### config.mk
export PLATFORM = sky130hd
export DESIGN_NAME = writeback_port_arbiter
export DESIGN_NICKNAME = d
export VERILOG_FILES = /design/src/rtl/writeback_port_arbiter_pkg.sv /design/src/rtl/wb_pending_queue.sv /design/src/rtl/writeback_port_arbiter.sv
export SDC_FILE = /design/constraint.sdc
export NUM_CORES = 1
export LEC_CHECK = 0
export ABC_AREA = 1
export CORE_MARGIN = 2
export CORE_UTILIZATION = 55
export CTS_BUF_LIST = sky130_fd_sc_hd__clkbuf_4 sky130_fd_sc_hd__clkbuf_8
export DETAILED_ROUTE_END_ITERATION = 12
export GPL_TIMING_DRIVEN = 1
export PLACE_DENSITY = 0.83
export SYNTH_ARGS = -nofsm -noshare
export SYNTH_HDL_FRONTEND = slang
export SYNTH_SLANG_ARGS = --single-unit
### constraint.sdc
create_clock -name clk -period 2.2 [get_ports clk]
set_input_delay 0.44 -clock clk [delete_from_list [all_inputs] [get_ports clk]]
set_output_delay 0.44 -clock clk [all_outputs]
set_load 0.005 [all_outputs]
### src/rtl/writeback_port_arbiter_pkg.sv
// Shared types and constants for the register-file write-port arbiter.
// Queue tags carry the valid/destination pair; the data words sit in a parallel array.
package writeback_port_arbiter_pkg;

    localparam int unsigned REG_ADDR_W = 5;
    localparam logic [REG_ADDR_W-1:0] ZERO_REG = '0;

    // Queue entry {valid, dest}; data[N-1:0] lives in a width-parameterised array
    typedef struct packed {
        logic                  valid;
        logic [REG_ADDR_W-1:0] dest;
    } entryTag_t;

    function automatic logic tagMatch(entryTag_t tag, logic [REG_ADDR_W-1:0] addr);
        return tag.valid && (tag.dest == addr) && (addr != ZERO_REG);
    endfunction

endpackage

### src/rtl/wb_pending_queue.sv
// Circular pending-write queue for long-latency results, with per-entry valid bits,
// kill-by-destination and two read-address match ports for decode hazard detection.
module wb_pending_queue
    import writeback_port_arbiter_pkg::*;
#(
    parameter int unsigned N     = 32,
    parameter int unsigned DEPTH = 4
) (
    input  logic                    clk,
    input  logic                    reset,
    input  logic                    push,
    input  logic [REG_ADDR_W-1:0]   pushDest,
    input  logic [N-1:0]            pushData,
    input  logic                    pop,
    input  logic                    killEn,
    input  logic [REG_ADDR_W-1:0]   killDest,
    input  logic [REG_ADDR_W-1:0]   readReg1,
    input  logic [REG_ADDR_W-1:0]   readReg2,
    output logic                    headValid,
    output logic [REG_ADDR_W-1:0]   headDest,
    output logic [N-1:0]            headData,
    output logic [$clog2(DEPTH):0]  occupancy,
    output logic                    full,
    output logic                    empty,
    output logic                    match1,
    output logic                    match2
);

    localparam int unsigned PTR_W = $clog2(DEPTH);
    localparam int unsigned CNT_W = PTR_W + 1;

    entryTag_t          tagsQ [DEPTH];
    entryTag_t          tagsD [DEPTH];
    logic [N-1:0]       dataQ [DEPTH];
    logic [PTR_W-1:0]   headQ, headD;
    logic [PTR_W-1:0]   tailQ, tailD;
    logic [CNT_W-1:0]   countQ, countD;

    always_comb begin
        tagsD = tagsQ;
        headD = headQ;
        tailD = tailQ;
        countD = countQ;
        // A valid pipeline write makes any older queued write to the same register stale
        for (int i = 0; i < DEPTH; i++) begin
            if (killEn && tagsQ[i].valid && (tagsQ[i].dest == killDest)) begin
                tagsD[i].valid = 1'b0;
            end
        end
        if (pop) begin
            tagsD[headQ].valid = 1'b0;
            headD = headQ + 1'b1;
        end
        if (push) begin
            tagsD[tailQ].valid = (pushDest != ZERO_REG) && !(killEn && (pushDest == killDest));
            tagsD[tailQ].dest  = pushDest;
            tailD = tailQ + 1'b1;
        end
        unique case ({push, pop})
            2'b10:   countD = countQ + 1'b1;
            2'b01:   countD = countQ - 1'b1;
            default: countD = countQ;
        endcase
    end

    always_ff @(posedge clk or negedge reset) begin
        if (!reset) begin
            for (int i = 0; i < DEPTH; i++) begin
                tagsQ[i] <= '0;
                dataQ[i] <= '0;
            end
            headQ  <= '0;
            tailQ  <= '0;
            countQ <= '0;
        end else begin
            tagsQ  <= tagsD;
            headQ  <= headD;
            tailQ  <= tailD;
            countQ <= countD;
            if (push) begin
                dataQ[tailQ] <= pushData;
            end
        end
    end

    always_comb begin
        match1 = 1'b0;
        match2 = 1'b0;
        for (int i = 0; i < DEPTH; i++) begin
            match1 = match1 | tagMatch(tagsQ[i], readReg1);
            match2 = match2 | tagMatch(tagsQ[i], readReg2);
        end
    end

    assign headValid = tagsQ[headQ].valid;
    assign headDest  = tagsQ[headQ].dest;
    assign headData  = dataQ[headQ];
    assign occupancy = countQ;
    assign full      = (countQ == CNT_W'(DEPTH));
    assign empty     = (countQ == '0);

endmodule

### src/rtl/writeback_port_arbiter.sv
// Register-file write-port arbiter: the WB stage has fixed priority, long-latency results
// wait in a pending queue and drain on idle cycles. Also produces decode hazard/bypass flags.
module writeback_port_arbiter
    import writeback_port_arbiter_pkg::*;
#(
    parameter int unsigned N     = 32,
    parameter int unsigned DEPTH = 4
) (
    input  logic                    clk,
    input  logic                    reset,
    input  logic                    wb_reg_write,
    input  logic [REG_ADDR_W-1:0]   wb_write_register,
    input  logic [N-1:0]            wb_write_data,
    input  logic                    lu_valid,
    output logic                    lu_ready,
    input  logic [REG_ADDR_W-1:0]   lu_write_register,
    input  logic [N-1:0]            lu_write_data,
    output logic                    RegWrite,
    output logic [REG_ADDR_W-1:0]   WriteRegister,
    output logic [N-1:0]            WriteData,
    input  logic [REG_ADDR_W-1:0]   ReadRegister1,
    input  logic [REG_ADDR_W-1:0]   ReadRegister2,
    output logic                    hazard1,
    output logic                    hazard2,
    output logic                    bypass1,
    output logic                    bypass2,
    output logic [N-1:0]            bypass_data1,
    output logic [N-1:0]            bypass_data2,
    output logic [$clog2(DEPTH):0]  occupancy
);

    logic                  wbActive;
    logic                  push;
    logic                  pop;
    logic                  queueFull;
    logic                  queueEmpty;
    logic                  headValid;
    logic [REG_ADDR_W-1:0] headDest;
    logic [N-1:0]          headData;
    logic                  regWriteD;
    logic [REG_ADDR_W-1:0] writeRegisterD;
    logic [N-1:0]          writeDataD;

    assign wbActive = wb_reg_write && (wb_write_register != ZERO_REG);
    // Ready is based on current occupancy only, so a full queue stays closed during its pop
    assign lu_ready = !queueFull;
    assign push     = lu_valid && lu_ready;
    assign pop      = !wbActive && !queueEmpty;

    wb_pending_queue #(
        .N     (N),
        .DEPTH (DEPTH)
    ) uQueue (
        .clk       (clk),
        .reset     (reset),
        .push      (push),
        .pushDest  (lu_write_register),
        .pushData  (lu_write_data),
        .pop       (pop),
        .killEn    (wbActive),
        .killDest  (wb_write_register),
        .readReg1  (ReadRegister1),
        .readReg2  (ReadRegister2),
        .headValid (headValid),
        .headDest  (headDest),
        .headData  (headData),
        .occupancy (occupancy),
        .full      (queueFull),
        .empty     (queueEmpty),
        .match1    (hazard1),
        .match2    (hazard2)
    );

    always_comb begin
        regWriteD      = 1'b0;
        writeRegisterD = WriteRegister;
        writeDataD     = WriteData;
        if (wbActive) begin
            regWriteD      = 1'b1;
            writeRegisterD = wb_write_register;
            writeDataD     = wb_write_data;
        end else if (!queueEmpty) begin
            // Killed entries still pop, but with the write enable low
            regWriteD      = headValid;
            writeRegisterD = headDest;
            writeDataD     = headData;
        end
    end

    always_ff @(posedge clk or negedge reset) begin
        if (!reset) begin
            RegWrite      <= 1'b0;
            WriteRegister <= '0;
            WriteData     <= '0;
        end else begin
            RegWrite      <= regWriteD;
            WriteRegister <= writeRegisterD;
            WriteData     <= writeDataD;
        end
    end

    assign bypass1      = RegWrite && (WriteRegister == ReadRegister1) && (ReadRegister1 != ZERO_REG);
    assign bypass2      = RegWrite && (WriteRegister == ReadRegister2) && (ReadRegister2 != ZERO_REG);
    assign bypass_data1 = bypass1 ? WriteData : '0;
    assign bypass_data2 = bypass2 ? WriteData : '0;

endmodule

==> run_results.csv, run 1 <==
group,metric,value,unit
drt,vias,11100,
floorplanning,die_area,20500,sq um
power_and_ir_drop,power_density,1300,nW/um^2
timing,fmax,387,MHz
logic_synthesis,synthTopCellsByArea,"dfrtp_1 (46%), nand2_1 (21%), o21ai_0 (6.2%)",
timing,setup_viol,66,
placed_design,preCtsSetupSlack,-0.517,ns
logic_synthesis,synth_area,10600,sq um
final_layout,multi_input_area,5040,sq um
critical_path,worstPathMaxFanout,8,
logic_synthesis,yosys.cell_types.count,29,
logic_synthesis,syn-num-nets,1576,
logic_synthesis,ys_seq_area_frac,0.463,
drt,wl,37000,microns
critical_path,cp-end-kind,"output pin",
clocking,cts_htree_levels,4,
power_and_ir_drop,p_clk_frac,0.131,
power_and_ir_drop,p_comb_frac,0.518,
floorplanning,coreArea,18800,sq um
power_and_ir_drop,power.switching,8.35,mW
critical_path,slowest_delay,0.45,ns
global_routing,grt_pass1_wl,54600,microns
critical_path,crit_chain,"buf_6 > xor2_1 > nor2_1 > nand4_1 > buf_6 > buf_8 > buf_16 > nor2_1 > buf_2",
global_routing,antenna_found_initial,0,
timing,worst_pin_slew,0.616,ns
floorplanning,start_util,0.565,
final_layout,final_cells,2017,
final_layout,most-common-layout-cells,"nand2_1 (602), dfrtp_1 (185), o21ai_0 (129), clkdlybuf4s50_1 (118), inv_1 (107)",
global_routing,grt_use_total,0.351,
outcome,failed_checks,"negative setup slack",
final_layout,final_util,0.756,
timing,fin_crit_sh,1.17,
global_routing,grt_use_met1,0.470,
final_layout,finalNetCount,1842,
final_layout,fillers,1375,
final_layout,drive_gt1_frac,0.192,
clocking,clk_pin_slew,0.10,ns
logic_synthesis,synth_top_area_cell,"dfrtp_1",
power_and_ir_drop,peakVddDrop,0.000741,V
critical_path,cp-start-kind,"flip-flop",
global_routing,grt_pass1_vias,10200,
min_path,min_path_type,"in -> async",
drt,first_pass_iters,6,
timing,hold_ws,0.441,ns
timing,slew_headroom,0.589,
logic_synthesis,syn_area_per_cell,7.20,sq um
power_and_ir_drop,power.total,18.6,mW
final_layout,synthToLayoutAreaGrowth,33.7,%
global_routing,grt_overflow,0,
drt,vias_per_cell,5.49,
timing,fin_worst_skew,0.0128,ns
global_routing,met2_usage,0.573,
logic_synthesis,ys_warn_count,0,
floorplanning,boundaryPins,198,
placed_design,io_buffer_count,197,
clocking,cts_tree,"yes",
final_layout,register_area,4940,sq um
clocking,clock-root-buffer,"clkbuf_8",
global_routing,grt-busiest-layer,"met2",
drt,drcViolationCount,0,
logic_synthesis,synth_top_cell_area_share,0.463,
drt,drt-initial-drc-count,1202,
drt,ant_nets,0,
timing,rsz0062_at_grt,"yes",
floorplanning,rows,50,
clocking,clockBufferDepth,2,
timing,fin_ws,-0.382,ns
flow_run,maxCapViolCount,0,
placed_design,placedCellCount,1940,
logic_synthesis,synthCells,1478,
clocking,numClockSinks,197,
timing,timing.final.crit_period,2.58,ns
outcome,outcome,"complete, but fails checks",
power_and_ir_drop,p_seq_frac,0.351,
clocking,cts_buffers,17,
logic_synthesis,ys_seq_elements,197,
critical_path,critPathSlowestCell,"dfrtp_2",
final_layout,final_common_cell,"nand2_1",
clocking,worstSkewPairLatency,0.49,ns
power_and_ir_drop,sw_frac_of_total,0.450,
placed_design,hpwl,24900,microns
timing,maxSlewViolCount,0,
global_routing,met3_usage,0.0765,
global_routing,grt_max_degree,66,
critical_path,crit_type,"reg -> out",
power_and_ir_drop,leakage,7.30,nW
power_and_ir_drop,power.internal,10.2,mW
critical_path,worstPathRequired,1.76,ns
critical_path,crit_arrival,2.14,ns
floorplanning,fp.dieH,143,microns
placed_design,place.gp.congestion,1.02,
final_layout,antenna_cells,0,
timing,hold_viol,0,
drt,wl_per_cell,18.3,microns
floorplanning,die-width,143,microns
[critical path: cells and delay by family (launching register included)]
kind | cells | cell delay [ns]
buffers and inverters | 5 | 0.75
and+or+nand+nor | 3 | 0.33
DFF | 1 | 0.45
xor gates and xnor gates | 1 | 0.13
[kinds of logic after synthesis]
group           count (synthesis)  synth area share
fa+ha+maj                      10            0.0125
compound gates                227             0.116
simple gates                  804             0.299
buf+inv                       217            0.0906
flops                         197             0.463
xor+xnor                       23            0.0189
[flip-flops by register name, indices dropped and copies added (netlist names)]
signal            cells
WriteData            32
uQueue.headQ          2
uQueue.tagsQ         24
uQueue.occupancy      3
uQueue.dataQ        128
RegWrite              1
uQueue.tailQ          2
WriteRegister         5
[path summary, 6_finish.rpt]
kind,from,endpoint,slack (ns),cells past startpoint
hold / removal,reset,uQueue.dataQ[52]$_DFFE_PN0P_,0.44,2
hold reg to reg,uQueue.dataQ[113]$_DFFE_PN0P_,uQueue.dataQ[113]$_DFFE_PN0P_,0.49,2
max in group asynchronous,reset,uQueue.dataQ[55]$_DFFE_PN0P_,1.02,3
min in group clk,uQueue.dataQ[113]$_DFFE_PN0P_,uQueue.dataQ[113]$_DFFE_PN0P_,0.49,2
setup / recovery,WriteRegister[4]$_DFFE_PN0P_,bypass_data1[30],-0.38,9
setup reg to reg,uQueue.occupancy[0]$_DFFE_PN0P_,uQueue.occupancy[2]$_DFFE_PN0P_,0.29,9
[power groups by stage]
stage,Combinational (mW),Clock [mW],Sequential [mW]
finish,9.62,2.43,6.51
global route,10.6,2.58,6.65
CTS,8.96,2.44,6.43
detailed placement,8.62,0,6.51
global placement,8.41,0,6.46
floorplan,5.14,0,6.24
[per-layer routing]
| layer | share of wire | up-vias |
|---|---|---|
| met3 | 0.11 | 87 |
| met2 | 0.47 | 614 |
| met5 | 0 | - |
| met1 | 0.39 | 5221 |
| li1 | - | 5153 |
| met4 | 0.030 | 0 |
[repair_timing]
item,in CTS,in global routing
resized for setup,285,143
setup endpoints to repair,68,69
gates cloned,4,3
setup buffers,15,23
endpoints found under the hold margin,45,0
hold buffers,1,0
pin swaps,8,11
[per-stage QoR]
step           cell area [sq um]  setup TNS, ns
2_1_floorplan              10600              0
3_3_place_gp               13300         -34.04
3_5_place_dp               13300         -35.18
4_1_cts                    13800         -10.06
5_1_grt                    14200         -19.53
6_report                   14200         -14.65
[layout make-up]
cell class / instances / share of cell area
clock inverters: 14 / 0.0113
clock buffers: 18 / 0.0174
inverters: 136 / 0.0366
flip-flops and latches: 197 / 0.348
multi-input cells: 1064 / 0.354
repair buffers: 328 / 0.210
well taps: 260 / 0.0229
[synth_stat cells]
library cell	number
o211ai_1	27
nand2_1	603
dfrtp_1	197
nand4_2	1
o211ai_2	4
inv_6	1
buf_4	10
buf_6	8
nor2_2	1
fa_1	1
ha_1	9
o21ai_0	132
nand4_1	10
a21oi_1	53
nand2_4	1
xnor2_1	3
clkbuf_1	23
nand3_2	2
xor2_1	20
buf_1	2
nand3_4	2
o21ai_1	8
nand3_1	59
inv_2	8
nor3_1	2
o22ai_1	3
buf_2	38
nor2_1	123
inv_1	127
No activity file was read; power rests on OpenSTA's default activity.
==> run 2, diff against run 1 <==
--- a/config.mk
+++ b/config.mk
@@ -10,8 +10,10 @@
 export CORE_UTILIZATION = 55
 export CTS_BUF_LIST = sky130_fd_sc_hd__clkbuf_4 sky130_fd_sc_hd__clkbuf_8
 export DETAILED_ROUTE_END_ITERATION = 12
+export GPL_ROUTABILITY_DRIVEN = 0
 export GPL_TIMING_DRIVEN = 1
 export PLACE_DENSITY = 0.83
 export SYNTH_ARGS = -nofsm -noshare
 export SYNTH_HDL_FRONTEND = slang
 export SYNTH_SLANG_ARGS = --single-unit
+export TNS_END_PERCENT = 50
==> run_results.csv, run 2 (same netlist as run 1, synthesis figures left out) <==
group,metric,value,unit
global_routing,grt_pass1_wl,53600,microns
min_path,hold_depth,2,
flow_run,maxCapViolCount,0,
timing,fmax,389,MHz
global_routing,grt_use_total,0.338,
final_layout,drive_gt1_frac,0.166,
final_layout,final_common_cell,"nand2_1",
final_layout,antenna_cells,0,
critical_path,worstPathMaxFanout,33,
global_routing,grt_overflow,0,
power_and_ir_drop,power.internal,10.2,mW
clocking,cts_tree,"yes",
final_layout,largest_reg_flops,128,
clocking,clk_pin_slew,0.11,ns
clocking,cts_buffers,17,
outcome,failed_checks,"negative setup slack",
min_path,min_path_type,"reg -> reg",
critical_path,reg2regPathDepth,11,
clocking,clockBufferDepth,2,
outcome,outcome,"complete, but fails checks",
final_layout,finalNetCount,1822,
drt,vias,11000,
timing,fin_crit_sh,1.17,
timing,hold_viol,0,
critical_path,worstPathRequired,1.76,ns
global_routing,grt_max_degree,67,
timing,timing.final.crit_period,2.57,ns
power_and_ir_drop,power.switching,8.00,mW
critical_path,cp-end-kind,"output pin",
critical_path,r2r-end,"uQueue.occupancy[2]$_DFFE_PN0P_",
timing,fin_worst_skew,0.0170,ns
timing,maxSlewViolCount,0,
drt,drcViolationCount,0,
floorplanning,coreArea,18800,sq um
global_routing,grt_pass1_vias,10100,
drt,drt-initial-drc-count,1131,
placed_design,place_area,13200,sq um
power_and_ir_drop,p_clk_frac,0.142,
power_and_ir_drop,leakage,7.11,nW
power_and_ir_drop,p_seq_frac,0.359,
global_routing,antenna_found_initial,0,
drt,ant_nets,0,
power_and_ir_drop,peakVddDrop,0.000577,V
timing,fin_ws,-0.369,ns
drt,vias_per_cell,5.51,
power_and_ir_drop,power.total,18.2,mW
timing,setup_viol,67,
floorplanning,die_area,20500,sq um
timing,worst_pin_slew,0.558,ns
critical_path,crit_arrival,2.13,ns
clocking,numClockSinks,197,
drt,wl_per_cell,17.1,microns
placed_design,hpwl,23800,microns
placed_design,io_buffer_count,197,
timing,slew_headroom,0.628,
timing,hold_ws,0.483,ns
min_path,worstHoldStart,"uQueue.dataQ[103]$_DFFE_PN0P_",
drt,wl,34100,microns
final_layout,reg_top3,"uQueue.dataQ x128, WriteData x32, uQueue.tagsQ x24",
floorplanning,start_util,0.565,
final_layout,most-common-layout-cells,"nand2_1 (601), dfrtp_1 (185), o21ai_0 (130), clkdlybuf4s50_1 (118), inv_1 (109)",
power_and_ir_drop,p_comb_frac,0.499,
final_layout,regMostFlops,"uQueue.dataQ",
critical_path,crit_type,"reg -> out",
power_and_ir_drop,power_density,1310,nW/um^2
critical_path,r2r_slack,0.22,ns
critical_path,cp-start-kind,"flip-flop",
drt,first_pass_iters,6,
critical_path,reg2reg_from,"uQueue.occupancy[0]$_DFFE_PN0P_",
floorplanning,fp.dieH,143,microns
floorplanning,boundaryPins,198,
clocking,cts_htree_levels,4,
power_and_ir_drop,sw_frac_of_total,0.439,
floorplanning,die-width,143,microns
clocking,worstSkewPairLatency,0.48,ns
final_layout,synthToLayoutAreaGrowth,30.8,%
timing,rsz0062_at_grt,"yes",
floorplanning,rows,50,
min_path,min_to,"uQueue.dataQ[103]$_DFFE_PN0P_",
final_layout,fin_area,13900,sq um
clocking,clock-root-buffer,"clkbuf_8",
==> run 2: timing repair <==
action | 4_1_cts | 5_1_grt
hold buffers | 1 | 0
endpoints found under the hold margin | 61 | 0
setup endpoints to repair | 68 | 68
pin swaps | 9 | 5
setup buffers | 22 | 7
gates resized for setup | 291 | 37
cloned | 1 | 1
==> run 2: worst max path at each step <==
stage	to	slack, ns	depth (start not counted)	start
detailed placement	bypass_data1[4]	-0.61	7	ReadRegister1[4]
global placement	bypass_data1[4]	-0.59	7	ReadRegister1[0]
finish	bypass_data2[17]	-0.37	7	WriteRegister[2]$_DFFE_PN0P_
global route	bypass_data2[17]	-0.45	7	WriteRegister[0]$_DFFE_PN0P_
CTS	bypass_data1[4]	-0.32	8	WriteRegister[0]$_DFFE_PN0P_
floorplan	uQueue.occupancy[2]$_DFFE_PN0P_	0.01	14	wb_write_register[4]
==> run 2: through the flow <==
| stage | setup WS (ns) | setup TNS, ns | util | cells |
|---|---|---|---|---|
| floorplan | 0.0136 | 0 | - | 1478 |
| global placement | -0.591 | -32.47 | 0.703 | 1934 |
| detailed placement | -0.611 | -36.76 | 0.703 | 1934 |
| CTS | -0.325 | -12.08 | 0.735 | 1990 |
| global route | -0.454 | -20.72 | 0.739 | 1997 |
| finish | -0.369 | -12.83 | 0.739 | 1997 |
==> run 2: final cells by class <==
class                   count  area [sq um]
fillers                  1413          4910
clock buffers              19           255
multi-input cells        1064          4860
flip-flops and latches    197          4940
repair buffers            308          2830
clock inverters            13           189
well taps                 260           325
inverters                 136           518
==> run 2: critical path: stages (launching register included) <==
cell,delay (ns)
dfrtp_2,0.47
buf_4,0.15
xor2_1,0.15
nor2_1,0.13
nand4_2,0.11
buf_12,0.19
nor2_1,0.17
clkdlybuf4s15_2,0.25
==> run 2: power groups by stage <==
stage / registers [mW] / clock network [mW] / logic (mW)
detailed placement: 6.54 / 0 / 8.43
global placement: 6.47 / 0 / 8.20
CTS: 6.47 / 2.62 / 8.79
floorplan: 6.24 / 0 / 5.14
finish: 6.55 / 2.58 / 9.10
global route: 6.72 / 2.75 / 10.1
==> run 2: layer usage <==
layer | share of wire | wire (microns) | up-vias | track usage
met2 | 0.46 | 15700 | 636 | 0.527
met5 | 0 | 0 | - | 0
met3 | 0.11 | 3810 | 116 | 0.0835
met4 | 0.033 | 1140 | 0 | 0.135
met1 | 0.39 | 13400 | 5156 | 0.457
li1 | - | - | 5102 | -
==> run 3, diff against run 2 <==
--- a/config.mk
+++ b/config.mk
@@ -5,14 +5,14 @@
 export SDC_FILE = /design/constraint.sdc
 export NUM_CORES = 1
 export LEC_CHECK = 0
-export ABC_AREA = 1
 export CORE_MARGIN = 2
-export CORE_UTILIZATION = 55
+export CORE_UTILIZATION = 54
 export CTS_BUF_LIST = sky130_fd_sc_hd__clkbuf_4 sky130_fd_sc_hd__clkbuf_8
 export DETAILED_ROUTE_END_ITERATION = 12
 export GPL_ROUTABILITY_DRIVEN = 0
 export GPL_TIMING_DRIVEN = 1
 export PLACE_DENSITY = 0.83
+export SLEW_MARGIN = 30
 export SYNTH_ARGS = -nofsm -noshare
 export SYNTH_HDL_FRONTEND = slang
 export SYNTH_SLANG_ARGS = --single-unit
==> run_results.csv, run 3 <==
group,metric,value,unit
critical_path,r2r_slack,0.20,ns
logic_synthesis,synthMuxAreaShare,0.283,
logic_synthesis,synthCells,785,
timing,fin_worst_skew,0.0151,ns
power_and_ir_drop,p_seq_frac,0.392,
final_layout,reg_top3,"uQueue.dataQ x128, WriteData x32, uQueue.tagsQ x24",
logic_synthesis,synthAdderAreaFrac,0.0129,
logic_synthesis,synth-main-ff-cell,"dfrtp_1",
critical_path,slowest_delay,0.56,ns
critical_path,reg2regPathDepth,4,
clocking,cts_buffers,17,
critical_path,crit_arrival,2.15,ns
drt,wl,24700,microns
logic_synthesis,ys_seq_elements,197,
logic_synthesis,syn-num-nets,883,
power_and_ir_drop,power_density,1290,nW/um^2
timing,maxSlewViolCount,0,
critical_path,reg2reg_from,"uQueue.occupancy[1]$_DFFE_PN0P_",
logic_synthesis,ys_warn_count,0,
drt,drt-initial-drc-count,331,
clocking,clockBufferDepth,2,
outcome,failed_checks,"negative setup slack",
drt,vias_per_cell,5.59,
final_layout,most-common-layout-cells,"dfrtp_1 (195), mux2_2 (144), clkdlybuf4s50_1 (117), buf_4 (65), and2_1 (62)",
clocking,numClockSinks,197,
global_routing,grt_pass1_wl,39800,microns
critical_path,worstPathRequired,1.76,ns
floorplanning,boundaryPins,198,
power_and_ir_drop,power.internal,11.6,mW
critical_path,crit_type,"in -> out",
logic_synthesis,yosys.area_share.simple,0.0870,
logic_synthesis,synth_commonest_cells,"dfrtp_1 (197), mux2_2 (144), and2_1 (65)",
global_routing,antenna_found_initial,0,
clocking,clock-root-buffer,"clkbuf_8",
global_routing,grt-busiest-layer,"met2",
placed_design,place_area,13000,sq um
final_layout,regMostFlops,"uQueue.dataQ",
outcome,outcome,"complete, but fails checks",
clocking,worstSkewPairLatency,0.47,ns
timing,fmax,386,MHz
critical_path,cp-end-kind,"output pin",
clocking,cts_tree,"yes",
global_routing,grt_use_total,0.257,
critical_path,critPathSlowestCell,"or4_4",
timing,slew_headroom,0.462,
placed_design,hpwl,17300,microns
power_and_ir_drop,power.total,17.5,mW
timing,timing.final.crit_period,2.59,ns
final_layout,synthToLayoutAreaGrowth,31.7,%
critical_path,worstPathMaxFanout,22,
timing,hold_viol,0,
logic_synthesis,synth_top_family_by_area,"multiplexers",
global_routing,grt_overflow,0,
global_routing,met3_usage,0.0547,
drt,drcViolationCount,0,
global_routing,grt_max_degree,73,
global_routing,met2_usage,0.421,
timing,fin_ws,-0.393,ns
drt,ant_nets,0,
final_layout,finalNetCount,1133,
logic_synthesis,synth_most_common_cell,"dfrtp_1",
floorplanning,die_area,20100,sq um
final_layout,drive_gt1_frac,0.385,
logic_synthesis,synth_top_area_cell,"dfrtp_1",
global_routing,grt_use_met1,0.340,
min_path,min_path_type,"in -> async",
drt,first_pass_iters,4,
critical_path,cp-start-kind,"input pin",
floorplanning,coreArea,18700,sq um
power_and_ir_drop,peakVddDrop,0.000640,V
final_layout,multi_input_area,5010,sq um
power_and_ir_drop,sw_frac_of_total,0.334,
power_and_ir_drop,p_comb_frac,0.471,
logic_synthesis,synth_area,10300,sq um
logic_synthesis,synthTopCellsByArea,"dfrtp_1 (48%), mux2_2 (16%), mux4_2 (8.3%)",
floorplanning,rows,50,
logic_synthesis,ys_seq_area_frac,0.480,
placed_design,preCtsSetupSlack,-0.736,ns
floorplanning,die-width,142,microns
power_and_ir_drop,power.switching,5.84,mW
clocking,cts_htree_levels,4,
flow_run,maxCapViolCount,0,
logic_synthesis,yosys.cell_types.count,41,
logic_synthesis,syn_area_per_cell,13.1,sq um
timing,setup_viol,68,
power_and_ir_drop,p_clk_frac,0.136,
logic_synthesis,synth-compound-area-share,0.0291,
final_layout,fillers,1287,
drt,wl_per_cell,19.3,microns
logic_synthesis,synth-edff-count,0,
floorplanning,start_util,0.549,
logic_synthesis,synthArstFlopShare,1.00,
logic_synthesis,synth-xor-area-share,0.0682,
final_layout,largest_reg_flops,128,
placed_design,io_buffer_count,197,
logic_synthesis,synth_top_cell_area_share,0.480,
timing,worst_pin_slew,0.806,ns
floorplanning,fp.dieH,142,microns
critical_path,crit_chain,"clkdlybuf4s15_1 > or4_4 > nor2_4 > nor4_4 > buf_6 > buf_12 > and2_1 > dlygate4sd2_1",
power_and_ir_drop,leakage,6.00,nW
timing,fin_crit_sh,1.18,
timing,hold_ws,0.399,ns
critical_path,r2r-end,"uQueue.tagsQ[23]$_DFF_PN0_",
final_layout,fin_area,13500,sq um
timing,rsz0062_at_grt,"yes",
global_routing,grt_pass1_vias,7527,
final_layout,final_util,0.723,
clocking,clk_pin_slew,0.10,ns
final_layout,final_common_cell,"dfrtp_1",
drt,vias,7172,
final_layout,antenna_cells,0,
final_layout,register_area,4930,sq um
## run 3: worst max-delay path: cells and delay by family
| kind | cells | cell delay, ns |
|---|---|---|
| buffers and inverters | 4 | 0.76 |
| AND/OR/NAND/NOR | 4 | 0.92 |
## run 3: worst max-delay path by stage
stage | startpoint | end | slack, ns | cells past startpoint
3_5_place_dp | ReadRegister1[3] | hazard1 | -0.74 | 8
4_1_cts | WriteRegister[2]$_DFFE_PN0P_ | bypass_data1[13] | -0.44 | 7
5_1_grt | WriteRegister[2]$_DFFE_PN0P_ | bypass_data1[13] | -0.51 | 7
6_report | ReadRegister1[4] | bypass_data1[13] | -0.39 | 8
3_3_place_gp | ReadRegister1[3] | hazard1 | -0.77 | 8
2_1_floorplan | wb_write_register[1] | uQueue.occupancy[2]$_DFFE_PN0P_ | -0.13 | 10
## run 3: power groups by stage
stage | clock network, mW | logic [mW] | registers (mW)
floorplan | 0 | 5.26 | 6.53
global placement | 0 | 7.91 | 6.81
detailed placement | 0 | 8.15 | 6.92
CTS | 2.45 | 8.27 | 6.84
global route | 2.59 | 8.91 | 7.09
finish | 2.38 | 8.24 | 6.86
## run 3: area by class of cell
class,instances,area share
repair buffers,289,0.211
clock inverters,13,0.0108
flip-flops and latches,197,0.365
well taps,234,0.0216
inverters,8,0.00222
clock buffers,19,0.0193
multi-input cells,522,0.370
## run 3: layer usage
metal,routed length (microns),up-vias
met4,595,0
li1,-,3268
met2,12200,224
met5,0,-
met3,1530,46
met1,10300,3634
## run 3: metrics by stage
step | setup TNS [ns] | instances
floorplan | -0.150 | 785
global placement | -49.39 | 1234
detailed placement | -49.33 | 1234
CTS | -22.93 | 1280
global route | -29.13 | 1282
finish | -19.89 | 1282
## run 3: repair_timing
action,CTS,global route
endpoints found under the setup margin,70,69
setup buffers,11,2
hold buffers,1,0
gates cloned,2,0
pin swaps,16,6
hold endpoints to repair,26,0
gates resized for setup,254,11
## run 3: logic make-up after synthesis
family          Yosys count
compound gates           51
xor+xnor                 80
fa+ha+maj                10
buf+inv                  66
flops                   197
mux                     224
simple gates            157
